**config.mk**
```make
export PLATFORM = sky130hd
export DESIGN_NAME = instr_fetch
export DESIGN_NICKNAME = d
export VERILOG_FILES = /design/src/rtl/instr_fetch.sv
export SDC_FILE = /design/constraint.sdc
export NUM_CORES = 1
export LEC_CHECK = 0
export ABC_AREA = 1
export BUFFER_PORTS_ARGS = -buffer_cell sky130_fd_sc_hd__buf_4
export CAP_MARGIN = 10
export CORE_MARGIN = 2
export CORE_UTILIZATION = 25
export DETAILED_ROUTE_END_ITERATION = 10
export GPL_ROUTABILITY_DRIVEN = 0
export PLACE_DENSITY = 0.5
export SYNTH_ARGS = -nofsm -noshare
export SYNTH_HDL_FRONTEND = slang
export SYNTH_SLANG_ARGS = --single-unit
```
**constraint.sdc**
```tcl
create_clock -name clk -period 4.05 [get_ports clk]
set_clock_uncertainty 0.1 [all_clocks]
set_input_delay 0.6075 -clock clk [delete_from_list [all_inputs] [get_ports clk]]
set_output_delay 0.6075 -clock clk [all_outputs]
set_load 0.02 [all_outputs]
```
**src/rtl/instr_fetch.sv**
```systemverilog
// Instruction fetch with prefetch FIFO; FETCH_MISALIGN_TRAP_EN enables the misaligned-redirect fault.
// Latency: a word accepted at edge N is presented to decode after edge N (one registered stage).
// Backpressure: requests stop while the FIFO would be full; a decode stall holds the head entry.

module fifo #(
   parameter int WIDTH = 64,
   parameter int DEPTH = 2,
   localparam int AW   = (DEPTH > 1) ? $clog2(DEPTH) : 1,
   localparam int CW   = $clog2(DEPTH) + 1
) (
   input  logic             clk,
   input  logic             reset,
   input  logic             flush,
   input  logic             wr_vld,
   input  logic [WIDTH-1:0] wr_dat,
   input  logic             rd_rdy,
   output logic             rd_vld,
   output logic [WIDTH-1:0] rd_dat,
   output logic [CW-1:0]    count
);
   logic [WIDTH-1:0] mem [DEPTH];
   logic [AW-1:0]    wr_ptr;
   logic [AW-1:0]    rd_ptr;
   logic             do_wr;
   logic             do_rd;

   assign rd_vld = (count != '0);
   assign do_wr  = wr_vld && (count != CW'(DEPTH));
   assign do_rd  = rd_rdy && rd_vld;
   assign rd_dat = mem[rd_ptr];

   // Storage is cleared on reset so the head reads as zero before the first push.
   always_ff @(posedge clk) begin
      if (reset) begin
         wr_ptr <= '0;
         rd_ptr <= '0;
         count  <= '0;
         for (int i = 0; i < DEPTH; i++) mem[i] <= '0;
      end else if (flush) begin
         wr_ptr <= '0;
         rd_ptr <= '0;
         count  <= '0;
      end else begin
         if (do_wr) begin
            mem[wr_ptr] <= wr_dat;
            wr_ptr      <= wr_ptr + AW'(1);
         end
         if (do_rd) rd_ptr <= rd_ptr + AW'(1);
         count <= count + CW'(do_wr) - CW'(do_rd);
      end
   end
endmodule

module instr_fetch #(
   parameter logic [31:0] RESET_PC   = 32'h0000_0000,
   parameter int          FIFO_DEPTH = 2
) (
   input  logic        clk,
   input  logic        reset,
   output logic        mem_valid,
   output logic [31:0] mem_addr,
   input  logic        mem_ready,
   input  logic [31:0] mem_rdata,
   output logic        fetch_valid,
   output logic [31:0] fetch_instr,
   output logic [31:0] fetch_pc,
   input  logic        dec_ready,
   input  logic        redirect,
   input  logic [31:0] redirect_pc,
   output logic        fetch_fault
);
   localparam int            CW      = $clog2(FIFO_DEPTH) + 1;
   localparam logic [CW-1:0] DEPTH_C = CW'(FIFO_DEPTH);

   typedef struct packed {
      logic [31:0] pc;
      logic [31:0] instr;
   } entry_t;

   typedef enum logic [1:0] {IDLE, REQ, DISCARD} state_t;

   state_t        state;
   state_t        state_next;
   logic [31:0]   pc;
   logic [31:0]   pc_next;
   logic [31:0]   req_addr;
   logic [31:0]   redir_tgt;
   logic [CW-1:0] count;
   logic [CW-1:0] count_after;
   logic          push;
   logic          pop;
   logic          fault_q;
   logic          redir_bad;
   entry_t        wr_entry;
   entry_t        head;

   assign mem_valid   = (state == REQ) || (state == DISCARD);
   assign mem_addr    = req_addr;
   assign fetch_instr = head.instr;
   assign fetch_pc    = head.pc;
   assign fetch_fault = fault_q;

   // A redirect flushes the FIFO, so it suppresses both the push and the pop of its cycle.
   assign push        = mem_valid && mem_ready && (state == REQ) && !redirect;
   assign pop         = fetch_valid && dec_ready && !redirect;
   assign count_after = count + CW'(push) - CW'(pop);
   assign redir_tgt   = redirect_pc & ~32'd3;
   assign wr_entry    = '{pc: req_addr, instr: mem_rdata};

   fifo #(
      .WIDTH ($bits(entry_t)),
      .DEPTH (FIFO_DEPTH)
   ) u_fifo (
      .clk    (clk),
      .reset  (reset),
      .flush  (redirect),
      .wr_vld (push),
      .wr_dat (wr_entry),
      .rd_rdy (pop),
      .rd_vld (fetch_valid),
      .rd_dat (head),
      .count  (count)
   );

`ifdef FETCH_MISALIGN_TRAP_EN
   assign redir_bad = (redirect_pc[1:0] != 2'b00);

   always_ff @(posedge clk) begin
      if (reset)         fault_q <= 1'b0;
      else if (redirect) fault_q <= redir_bad;
   end
`else
   assign redir_bad = 1'b0;
   assign fault_q   = 1'b0;
`endif

   always_comb begin
      state_next = state;
      pc_next    = pc;
      case (state)
         IDLE:    if (!fault_q && (count_after < DEPTH_C)) state_next = REQ;
         REQ:     if (mem_ready && (count_after >= DEPTH_C)) state_next = IDLE;
         DISCARD: if (mem_ready) state_next = fault_q ? IDLE : REQ;
         default: state_next = IDLE;
      endcase
      if (push) pc_next = pc + 32'd4;
      // An unanswered request must still complete, so its response is dropped in DISCARD.
      if (redirect) begin
         pc_next = redir_tgt;
         if (mem_valid && !mem_ready) state_next = DISCARD;
         else if (redir_bad)          state_next = IDLE;
         else                         state_next = REQ;
      end
   end

   always_ff @(posedge clk) begin
      if (reset) begin
         state    <= IDLE;
         pc       <= RESET_PC;
         req_addr <= RESET_PC;
      end else begin
         state <= state_next;
         pc    <= pc_next;
         if (state_next != DISCARD) req_addr <= pc_next;
      end
   end

   a_req_held: assert property (@(posedge clk) disable iff (reset)
      (mem_valid && !mem_ready) |=> (mem_valid && $stable(mem_addr)));
   a_addr_aligned: assert property (@(posedge clk) disable iff (reset)
      (mem_addr[1:0] == 2'b00));
endmodule

```
After elaboration in Yosys (flattened, before gate mapping):

Memory sizes are Yosys's and may differ from the RTL's. A register that Yosys moved wholly into a read port is not among the register bits.
Index checks and enable logic that the tools add are counted.

* logic and storage cells: 55
* bits in writable memories: 128
* output and inout bits: 99
* bits in registers: 70
* memories: 1

Memory list
* u_fifo.mem: words 2, width 64, rd ports 1, clocked after Yosys merged registers in 1, write ports 2, line 21 `logic [WIDTH-1:0] mem [DEPTH];`

* muxes and demuxes: 19
* equality and inequality tests: 4
* add/sub/neg operators: 7
* $lt $le $gt $ge: 2
* reductions and logical operators: 16

Operators by type and width (count)
* two-way mux 32 bit: 2
* two-way mux 64 bit: 1
* OR reduction 64 bit: 1
* adder 32 x 3 -> 32 bit (second input constant): 1
* two-way mux 1 bit: 10
* two-way mux 2 bit: 5
* logical AND 1 bit: 9
* one-hot mux 2 bit (3 select lines): 1
* adder 2 x 1 -> 2 bit: 2
* != test 2 bit (second input constant): 2
* subtractor 2 x 1 -> 2 bit: 2
* adder 1 bit (second input constant): 2
* equality test 2 x 1 -> 1 bit (second input constant): 1
* equality test 2 bit (second input constant): 1
* greater-or-equal comparator 2 bit (second input constant): 1
* zero test 1 bit: 2
* zero test 2 bit: 1
* less-than comparator 2 bit (second input constant): 1
* nonzero test 2 bit: 1
* OR reduction 2 bit: 1
* logical OR 1 bit: 1

Depth between registers and ports, before layout:

Gate-level depths: netlist of the first run.

* depth in word-level cells: 13
* gate-level depth with buffers: 20
* depth with buffers taken out: 19

Cells and area by module:

A second synthesis of the first run with hierarchy kept.

* cell total of the unflattened synthesis: 1046
* area, all modules: 9897.0 um^2

Modules (own cells, without submodules)
* fifo: instances 1, cells each 448, area each 6155.9 um^2
* instr_fetch: instances 1, cells each 598, area each 3741.1 um^2

Worst setup path before layout of the first run:

OpenSTA, ideal clock, no wires.

* kind: flip-flop to flip-flop
* start point: register state[0]
* end point: memory u_fifo.mem[1][0] (enable)
* library setup time: 0.424 ns
* slack: 0.129 ns
* path buffers: 2
* cell stages (with the launch flop): 13
* arrival time: 3.397 ns
* cells stage by stage: dfxtp_1 -> inv_1 -> ha_1 -> nand3_2 -> nor2_4 -> inv_1 -> a21oi_1 -> inv_1 -> nor2_1 -> nand2_1 -> buf_2 -> buf_6 -> nand2_1

RTL lines
* start: declaration: line 82 `state_t state;`
* start signal: assignment: line 162 `state <= state_next;`
* end: declaration: line 21

==> summary.txt, run 1 <==
Finish
  • Fin area: 11,260 µm²
  • Ratio of cells with drive above 1 in the final layout: 25.45%
  • Util after Layout: 31.67%
  • Synth-to-layout area growth: 24.97%
  • Diodes inserted: 0
  • Fin nets: 1,184

Route
  • DR iter-0 viols: 392
  • Wire per inst: 15.61 µm
  • Drt first pass iters: 5
  • Routed wire length: 24,680 µm
  • ANT nets after route: 0
  • Via density: 4.240
  • Drt drc: 0
  • Vias: 6,704

Clock network
  • Clk sink count: 199
  • CTS tree: yes
  • Post-CTS Resized: 0
  • CTS root buf: clkbuf_16
  • CTS max path bufs: 2
  • Clock Latency Late Sink: 0.43 ns
  • Clk slew on worst S/H paths: 0.08 ns
  • # Post-CTS Setup Buffers: 0
  • H-Tree Depth: 4
  • Inserted Clock Buffers: 17
  • CTS Hold Bufs: 0

Global routing
  • GR Overflow Total: 0
  • Global route hottest layer: met2
  • Met2 usage: 21.84%
  • M3 GR Usage: 2.592%
  • Vias in the first global route: 6,718
  • Initial antenna violation count: 0
  • Met1 Use GR: 17.77%
  • GRT Overall Usage: 13.24%
  • Largest net degree at the start of global routing: 65
  • First-pass GRT wire length: 38,380 µm

Worst setup path
  • Worst path required time: 4.06 ns
  • Kind of critical path: register to register
  • Crit path cell chain: inv_1 > ha_1 > nand3_2 > nor2_4 > inv_1 > a21oi_1 > inv_1 > nor2_1 > nand2_2 > nand2_4 > buf_12
  • Worst path most repeated cell: inv_1
  • Crit-path slowest cell: a21oi_1
  • WP data arrival: 3.26 ns
  • CP Max Fanout: 43
  • Startpoint Class: register
  • Slowest stage delay, CP: 0.40 ns
  • Crit end category: register

Placed design
  • Port Buf Inserts: 164
  • Placed cell areas: 10,710 µm²
  • DP HPWL: 17,080 µm

Timing
  • Setup TNS: 0 ns
  • Post-route clock period utilization: 80.25%
  • Slew headroom: 29.26%
  • Max Slew Vio Count: 0
  • Fin. Hold Viols: 0
  • Worst Tran Pin Value: 1.057 ns
  • Hold Slack: 0.3031 ns
  • RSZ-0062 raised after global routing: false
  • Min Tclk post-route: 3.250 ns
  • Final setup vio count: 0
  • Fmax achieved: 0.3077 GHz

Run
  • Max Cap Viol: 0

Yosys
  • Synth Warn #: 0
  • Top FF cell, synth: edfxtp_1
  • Ys async rst share: 0%
  • Post-synthesis register bit count: 199
  • Synth top area share: 42.64%
  • Cells after Synth: 955
  • Net count after synthesis: 1,032
  • Synth area leader: edfxtp_1
  • Number of synthesized flops with an enable pin: 128
  • Top-count cell post-synth: nor2_1
  • Synth top area cells: edfxtp_1, dfxtp_1, nor2_1, mux2_2, inv_1
  • Register area share after synthesis: 58.41%
  • Library cells used by synthesis: 34
  • Syn_area_per_cell: 9.438 µm²
  • Commonest cells post-synth: nor2_1, edfxtp_1, inv_1
  • Mapped Area: 9014 µm²

Power and ir drop
  • Flop pwr share: 52.4%
  • PwrDens: 389.0 nW/µm²
  • Internal Dissipation: 0.003239 W
  • Switching power: 0.001143 W
  • Clock network power share: 37.3%
  • Max VDD drop: 0.2400 mV
  • Pleak: 4.815 nW
  • Switch share: 26.08%
  • Logic pwr share: 10.3%

Floorplan
  • DIE HEIGHT: 193.9 µm
  • Die area: 37,590 µm²
  • Die Span X: 193.9 µm
  • I/O pin cnt: 168
  • Cell Rows: 69
  • Initial Util: 25.34%
  • Core Area: 35,570 µm²

Min path
  • HP Class: primary input to register

Outcome
  • Outcome: complete, no violations
[power groups by stage]
stage	Clock (W)	Combinational, W	Sequential, W
3_3_place_gp	0	0.000457	0.00234
5_1_grt	0.00177	0.000495	0.00231
6_report	0.00164	0.000450	0.00230
4_1_cts	0.00170	0.000459	0.00230
3_5_place_dp	0	0.000456	0.00235
2_1_floorplan	0	0.000221	0.00236
[layout make-up]
cell class,count,area [µm²]
Clock inverter,14,111.4
Timing Repair Buffer,169,1294
Sequential cell,199,5269
Clock buffer,18,439.2
Inverter,123,461.7
Multi-Input combinational cell,597,3113
Fill cell,3762,24300
Tap cell,461,576.8
[worst paths after layout]
| check | startpoint | endpoint | slack, ns | cells after the start |
|---|---|---|---|---|
| worst max-delay path | state[1] | u_fifo.mem[1][40] | 0.80 | 11 |
| worst max register to register | state[1] | u_fifo.mem[1][40] | 0.80 | 11 |
| worst min register to register | pc[1] | pc[1] | 0.34 | 2 |
| worst min-delay path | redirect_pc[9] | pc[9] | 0.30 | 3 |
[registers in the layout (all words and copies together), names as in the netlist, named ones only]
name           count
state              2
pc                32
u_fifo.count       2
mem_addr          32
u_fifo.rd_ptr      1
u_fifo.mem       128
u_fifo.wr_ptr      1
[routing by layer]
metal  vias up  wire length [µm]
li1       3391                 -
met5         -                 0
met4         0               336
met2       141             11720
met3        15              1049
met1      3157             11580
[cells in the final DEF, fill, tap and decap left out, types with 3 or more instances in the layout]
cell / n
inv_4: 4
a21oi_1: 20
buf_4: 167
nand2_4: 5
inv_8: 3
mux2_2: 64
nand2_1: 118
clkbuf_16: 17
nor2_1: 275
nand3_1: 32
nand4_1: 14
inv_1: 122
dfxtp_1: 70
edfxtp_1: 128
nand3_2: 4
o21ai_0: 21
inv_6: 3
xor2_1: 3
ha_1: 8
nor3_1: 10
[worst max-delay path, delay by kind of cell (launching register included)]
kind	cells	cell delay (ns)
simple gates	5	0.94
flops	1	0.38
buf+inv	4	0.68
compound gates	1	0.40
fa+ha+maj	1	0.36
[metrics by stage]
| stage | worst slack (ns) | std cells | total power [W] |
|---|---|---|---|
| 2_1_floorplan | 0.1291 | 955 | 0.002577 |
| 3_3_place_gp | 0.8195 | 1549 | 0.002798 |
| 3_5_place_dp | 0.8137 | 1549 | 0.002802 |
| 4_1_cts | 0.7875 | 1581 | 0.004454 |
| 5_1_grt | 0.5310 | 1581 | 0.004579 |
| 6_report | 0.7999 | 1581 | 0.004382 |
[logic make-up (layout without fill, tap and decap cells)]
logic type,after synthesis,count (layout),share of synthesized area (%)
other,1,1,0.04160
xor gates and xnor gates,5,5,0.4859
muxes,64,64,7.996
buffers and inverters,159,324,7.385
AOI/OAI and AO/OA,48,48,2.776
and+or+nand+nor,471,471,21.79
DFF,199,199,58.41
adders and majority gates,8,8,1.111
Power figures use the tool's default switching activity.
==> run 2: changes to the inputs <==
--- a/config.mk
+++ b/config.mk
@@ -12,7 +12,7 @@
 export CORE_UTILIZATION = 25
 export DETAILED_ROUTE_END_ITERATION = 10
 export GPL_ROUTABILITY_DRIVEN = 0
-export PLACE_DENSITY = 0.5
+export PLACE_DENSITY = 0.52
 export SYNTH_ARGS = -nofsm -noshare
 export SYNTH_HDL_FRONTEND = slang
 export SYNTH_SLANG_ARGS = --single-unit
==> constraint.sdc (replaced) <==
create_clock -name clk -period 2.7 [get_ports clk]
set_clock_uncertainty 0.1 [all_clocks]
set_input_delay 0.405 -clock clk [delete_from_list [all_inputs] [get_ports clk]]
set_output_delay 0.405 -clock clk [all_outputs]
set_load 0.02 [all_outputs]
==> summary.txt, run 2 (synthesis results as in run 1) <==
Timing
  • Hold Slack: 0.08384 ns (was 0.3031 ns)
  • Max Slew Vio Count: 0 (unchanged)
  • Fmax achieved: 0.3967 GHz (was 0.3077 GHz)
  • Min Tclk post-route: 2.521 ns (was 3.250 ns)
  • Worst Tran Pin Value: 0.6474 ns (was 1.057 ns)
  • Final setup vio count: 0 (unchanged)
  • Worst setup margin: 0.1794 ns (was 0.7999 ns)
  • Post-route clock period utilization: 93.36% (was 80.25%)
  • Fin. Hold Viols: 0 (unchanged)
  • Slew headroom: 56.79% (was 29.26%)
  • Setup TNS: 0 ns (unchanged)

Min path
  • HP Class: primary input to register (unchanged)
  • WHS Endpoint: pc[30] (was pc[9])
  • Hold path startpoint: redirect_pc[30] (was redirect_pc[9])
  • Hold Crit Depth: 3 (unchanged)

Route
  • Wire per inst: 15.71 µm (was 15.61 µm)
  • Vias: 6,904 (was 6,704)
  • DR iter-0 viols: 445 (was 392)
  • Drt drc: 0 (unchanged)
  • Routed wire length: 25,370 µm (was 24,680 µm)
  • Drt first pass iters: 5 (unchanged)
  • Via density: 4.275 (was 4.240)
  • ANT nets after route: 0 (unchanged)

Worst setup path
  • FF-to-FF End: u_fifo.mem[0][45] (was u_fifo.mem[1][40])
  • Worst r2r src: state[0] (was state[1])
  • Worst Path Buf+Inv: 5 (was 4)
  • CP Max Fanout: 8 (was 43)
  • CP top delay family: simple AND/OR/NAND/NOR gates (unchanged)
  • Kind of critical path: register to register (unchanged)
  • Crit end category: register (unchanged)
  • Worst path required time: 2.77 ns (was 4.06 ns)
  • Worst path most repeated cell: buf_4 (was inv_1)
  • Worst reg-to-reg path cell count: 11 (unchanged)
  • WP data arrival: 2.59 ns (was 3.26 ns)
  • Slowest stage delay, CP: 0.38 ns (was 0.40 ns)
  • R2r setup slk: 0.18 ns (was 0.80 ns)
  • Crit path cell chain: inv_1 > ha_2 > nand3_2 > nor2_4 > inv_1 > a21oi_1 > buf_4 > nand3_4 > nand2_8 > buf_4 > buf_4 (was inv_1 > ha_1 > nand3_2 > nor2_4 > inv_1 > a21oi_1 > inv_1 > nor2_1 > nand2_2 > nand2_4 > buf_12)
  • Crit-path slowest cell: dfxtp_1 (was a21oi_1)
  • Startpoint Class: register (unchanged)

Global routing
  • GRT Overall Usage: 13.35% (was 13.24%)
  • GR Overflow Total: 0 (unchanged)
  • First-pass GRT wire length: 38,450 µm (was 38,380 µm)
  • Initial antenna violation count: 0 (unchanged)
  • Largest net degree at the start of global routing: 65 (unchanged)
  • Vias in the first global route: 6,760 (was 6,718)

Clock network
  • CTS max path bufs: 2 (unchanged)
  • H-Tree Depth: 4 (unchanged)
  • Clk slew on worst S/H paths: 0.07 ns (was 0.08 ns)
  • CTS tree: yes (unchanged)
  • Inserted Clock Buffers: 17 (unchanged)
  • CTS root buf: clkbuf_16 (unchanged)
  • Clk sink count: 199 (unchanged)
  • Clock Latency Late Sink: 0.44 ns (was 0.43 ns)

Floorplan
  • DIE HEIGHT: 193.9 µm (unchanged)
  • Die Span X: 193.9 µm (unchanged)
  • I/O pin cnt: 168 (unchanged)
  • Die area: 37,590 µm² (unchanged)
  • Cell Rows: 69 (unchanged)
  • Core Area: 35,570 µm² (unchanged)
  • Initial Util: 25.34% (unchanged)

Power and ir drop
  • Max VDD drop: 0.4577 mV (was 0.2400 mV)
  • PwrDens: 573.7 nW/µm² (was 389.0 nW/µm²)
  • Pleak: 5.050 nW (was 4.815 nW)
  • Total power: 0.006729 W (was 0.004382 W)

Finish
  • Top reg by flops: u_fifo.mem (unchanged)
  • FILL cells: 3,709 (was 3,762)
  • Ratio of cells with drive above 1 in the final layout: 28.16% (was 25.45%)
  • Commonest non-fill, non-tap cell in the layout: nor2_1 (unchanged)
  • Area of all sequential standard cells: 5270 µm² (was 5269 µm²)
  • Diodes inserted: 0 (unchanged)
  • Max reg flops: 128 (unchanged)
  • Synth-to-layout area growth: 30.12% (was 24.97%)
  • Util after Layout: 32.97% (was 31.67%)
  • Fin nets: 1,218 (was 1,184)
  • Commonest cells after routing, fill and taps aside: nor2_1, buf_4, edfxtp_1 (unchanged)
  • Area occupied by multi-input gates: 3167 µm² (was 3113 µm²)

Placed design
  • Pre-CTS WS: 0.05848 ns (was 0.8137 ns)
  • Port Buf Inserts: 164 (unchanged)
  • DP HPWL: 17,530 µm (was 17,080 µm)

Run
  • Max Cap Viol: 0 (unchanged)

Outcome
  • Outcome: complete, no violations (unchanged)
==> run 2: cell count changes in the layout (fill, tap and decap cells not counted), sizes merged <==
cell,change
clkinvlp,-1
clkbuf,+3
nand2,+1
clkinv,+2
inv,-4
buf,+33
==> run 2: worst max path at each step <==
stage	from	to	slack (ns)	cells past startpoint
after floorplan	state[0]	u_fifo.mem[1][0]	0.003	12
after global placement	state[0]	u_fifo.mem[1][56]	0.07	11
after detailed placement	state[0]	u_fifo.mem[1][56]	0.06	11
after CTS	state[0]	u_fifo.mem[1][56]	0.04	11
after global routing	state[0]	u_fifo.mem[0][34]	-0.006	11
final	state[0]	u_fifo.mem[0][45]	0.18	11
==> run 2: worst min-delay path, cell delays in order <==
cell and delay (ns):
buf_4 0.08, nand2_1 0.04, nand2_1 0.07
==> run 2: layer usage <==
metal | global-route usage (%) | wire [µm] | part of all wire, % | vias up
li1 | - | - | - | 3450
met1 | 17.67 | 11680 | 46 | 3260
met2 | 22.25 | 12250 | 48 | 181
met3 | 3.044 | 1206 | 4.8 | 13
met4 | 2.946 | 243 | 0.96 | 0
met5 | 0 | 0 | 0 | -
==> run 2: timing repair <==
action / in CTS / in global routing
resized for setup: 0 / 9
endpoints found under the setup margin: 0 / 110
buffers inserted: 0 / 12
hold endpoints to repair: 0 / 0
hold buffers: 0 / 0
==> run 2: power by group <==
group          switching [W]  internal, W
Combinational       0.000416     0.000300
Clock                0.00122      0.00135
Sequential         0.0000846      0.00336
Total                0.00172      0.00501
==> run 2: cell type report <==
| cell class | instances | share of cell area, % |
|---|---|---|
| Clock inverter | 11 | 0.8428 |
| Clock buffer | 21 | 4.203 |
| Tap cell | 461 | 4.918 |
| Sequential cell | 199 | 44.93 |
| Multi-Input combinational cell | 598 | 27.00 |
| Inverter | 123 | 3.936 |
| Timing Repair Buffer | 202 | 14.17 |
==> run 2: through the flow <==
step	instances	cell area, µm²
global placement	1570	11010
finish	1615	11730
detailed placement	1570	11010
CTS	1602	11600
floorplan	955	9050
global route	1615	11730
==> run 3: changes to the inputs <==
--- a/config.mk
+++ b/config.mk
@@ -6,7 +6,7 @@
 export NUM_CORES = 1
 export LEC_CHECK = 0
 export ABC_AREA = 1
-export BUFFER_PORTS_ARGS = -buffer_cell sky130_fd_sc_hd__buf_4
+export BUFFER_PORTS_ARGS = -buffer_cell sky130_fd_sc_hd__buf_2
 export CAP_MARGIN = 10
 export CORE_MARGIN = 2
 export CORE_UTILIZATION = 25
==> summary.txt, run 3 (synthesis results as in run 1) <==
Floorplan
  • Core Area: 35,570 µm² (unchanged)
  • I/O pin cnt: 168 (unchanged)
  • DIE HEIGHT: 193.9 µm (unchanged)
  • Cell Rows: 69 (unchanged)
  • Die area: 37,590 µm² (unchanged)
  • Die Span X: 193.9 µm (unchanged)
  • Initial Util: 25.34% (unchanged)

Finish
  • Synth-to-layout area growth: 24.01% (was 30.12%)
  • Commonest non-fill, non-tap cell in the layout: nor2_1 (unchanged)
  • Area of all sequential standard cells: 5270 µm² (unchanged)
  • Fin nets: 1,208 (was 1,218)
  • Fin cells: 1,605 (was 1,615)
  • Ratio of cells with drive above 1 in the final layout: 26.92% (was 28.16%)
  • Diodes inserted: 0 (unchanged)
  • Area occupied by multi-input gates: 3162 µm² (was 3167 µm²)
  • Max reg flops: 128 (unchanged)
  • Top reg by flops: u_fifo.mem (unchanged)
  • Commonest cells after routing, fill and taps aside: nor2_1, buf_2, edfxtp_1 (was nor2_1, buf_4, edfxtp_1)
  • Fin area: 11,180 µm² (was 11,730 µm²)
  • FILL cells: 3,797 (was 3,709)

Worst setup path
  • Crit path cell chain: inv_1 > ha_2 > nand3_2 > nor2_4 > inv_1 > a21oi_1 > buf_4 > nand3_4 > nand2_8 > buf_12 (was inv_1 > ha_2 > nand3_2 > nor2_4 > inv_1 > a21oi_1 > buf_4 > nand3_4 > nand2_8 > buf_4 > buf_4)
  • Startpoint Class: register (unchanged)
  • Kind of critical path: register to register (unchanged)
  • Worst path most repeated cell: inv_1 (was buf_4)
  • Worst r2r src: state[0] (unchanged)
  • R2r setup slk: 0.20 ns (was 0.18 ns)
  • Worst reg-to-reg path cell count: 10 (was 11)
  • Worst path required time: 2.72 ns (was 2.77 ns)
  • FF-to-FF End: u_fifo.mem[0][49] (was u_fifo.mem[0][45])
  • CP Max Fanout: 43 (was 8)
  • Crit-path slowest cell: dfxtp_1 (unchanged)
  • Slowest stage delay, CP: 0.38 ns (about the same)
  • WP data arrival: 2.51 ns (was 2.59 ns)
  • Crit end category: register (unchanged)

Route
  • Wire per inst: 16.03 µm (was 15.71 µm)
  • Via density: 4.267 (was 4.275)
  • Drt drc: 0 (unchanged)
  • DR iter-0 viols: 436 (was 445)
  • Drt first pass iters: 5 (unchanged)
  • ANT nets after route: 0 (unchanged)
  • Routed wire length: 25,730 µm (was 25,370 µm)
  • Vias: 6,849 (was 6,904)

Clock network
  • CTS tree: yes (unchanged)
  • CTS root buf: clkbuf_16 (unchanged)
  • Clk slew on worst S/H paths: 0.07 ns (about the same)
  • Clock Latency Late Sink: 0.44 ns (about the same)
  • CTS Hold Bufs: 0 (unchanged)
  • H-Tree Depth: 4 (unchanged)
  • Clk sink count: 199 (unchanged)
  • Inserted Clock Buffers: 17 (unchanged)
  • CTS max path bufs: 2 (unchanged)

Power and ir drop
  • PwrDens: 590.5 nW/µm² (was 573.7 nW/µm²)
  • Total power: 0.006601 W (was 0.006729 W)
  • Max VDD drop: 0.4220 mV (was 0.4577 mV)
  • Pleak: 4.864 nW (was 5.050 nW)

Timing
  • Fmax achieved: 0.4006 GHz (was 0.3967 GHz)
  • Setup TNS: 0 ns (unchanged)
  • Post-route clock period utilization: 92.46% (was 93.36%)
  • Max Slew Vio Count: 0 (unchanged)
  • Min Tclk post-route: 2.496 ns (was 2.521 ns)
  • Final setup vio count: 0 (unchanged)
  • Fin. Hold Viols: 0 (unchanged)
  • RSZ-0062 raised after global routing: false
  • Hold Slack: 0.08520 ns (was 0.08384 ns)

Min path
  • Hold path startpoint: redirect_pc[9] (was redirect_pc[30])
  • HP Class: primary input to register (unchanged)
  • WHS Endpoint: pc[9] (was pc[30])
  • Hold Crit Depth: 3 (unchanged)

Outcome
  • Outcome: complete, no violations (unchanged)

Global routing
  • GRT Overall Usage: 13.84% (was 13.35%)
  • GR Overflow Total: 0 (unchanged)
  • First-pass GRT wire length: 39,590 µm (was 38,450 µm)
  • Vias in the first global route: 6,833 (was 6,760)
  • Largest net degree at the start of global routing: 65 (unchanged)
  • Initial antenna violation count: 1 (was 0)

Placed design
  • DP HPWL: 17,660 µm (was 17,530 µm)
  • Placed Instances: 1,571 (was 1,570)
  • Port Buf Inserts: 164 (unchanged)
  • Placed cell areas: 10,580 µm² (was 11,010 µm²)

Run
  • Max Cap Viol: 0 (unchanged)
-- run 3: changes by cell type in the layout (fill, tap and decap cells not counted), sizes merged --
cell,change
buf,-10
clkinv,-3
clkinvlp,+3
inv,-3
bufinv,+2
clkbuf,+1
-- run 3: per-layer routing --
metal,GRT usage [%],share of wire (%),vias up
met5,0,0,-
met4,3.591,1.1,0
met3,2.731,4.2,18
met2,23.03,47,156
met1,18.44,48,3239
li1,-,-,3436
-- run 3: area by class of cell --
class / count / area share, %
clock buffer: 22 / 3.974
inverter: 123 / 4.130
multi-input combinational: 598 / 28.29
tap: 461 / 5.160
timing repair buffer: 192 / 10.23
clock inverter: 10 / 1.075
sequential: 199 / 47.15
-- run 3: through the flow --
step / util (%) / setup slack (ns)
global route: 31.43 / 0.006153
finish: 31.43 / 0.2037
floorplan: - / 0.003334
detailed placement: 29.75 / 0.1139
CTS: 31.34 / 0.1016
global placement: 29.75 / 0.1408
-- run 3: repair_timing --
item	CTS	global route
endpoints found under the setup margin	0	65
setup buffers	0	1
gates resized for setup	0	5
-- run 3: how the worst max path moves through the flow --
stage	start	to	slack, ns	cells past startpoint
floorplan	state[0]	u_fifo.mem[1][0]	0.003	12
global placement	state[0]	u_fifo.mem[1][62]	0.14	11
detailed placement	state[0]	u_fifo.mem[1][57]	0.11	11
CTS	state[0]	u_fifo.mem[1][32]	0.10	11
global route	state[0]	u_fifo.mem[0][41]	0.006	10
finish	state[0]	u_fifo.mem[0][49]	0.20	10
-- run 3: power by group --
part	internal, W	total [W]	switching, W
Clock	0.00137	0.00253	0.00115
Sequential	0.00336	0.00344	0.0000831
Combinational	0.000218	0.000630	0.000412
-- run 3: worst max-delay path, delay by kind of cell, from the launching register on --
family	cells	cell delay (ns)
compound gates	1	0.17
fa+ha+maj	1	0.36
buf+inv	4	0.58
flops	1	0.38
simple gates	4	0.52
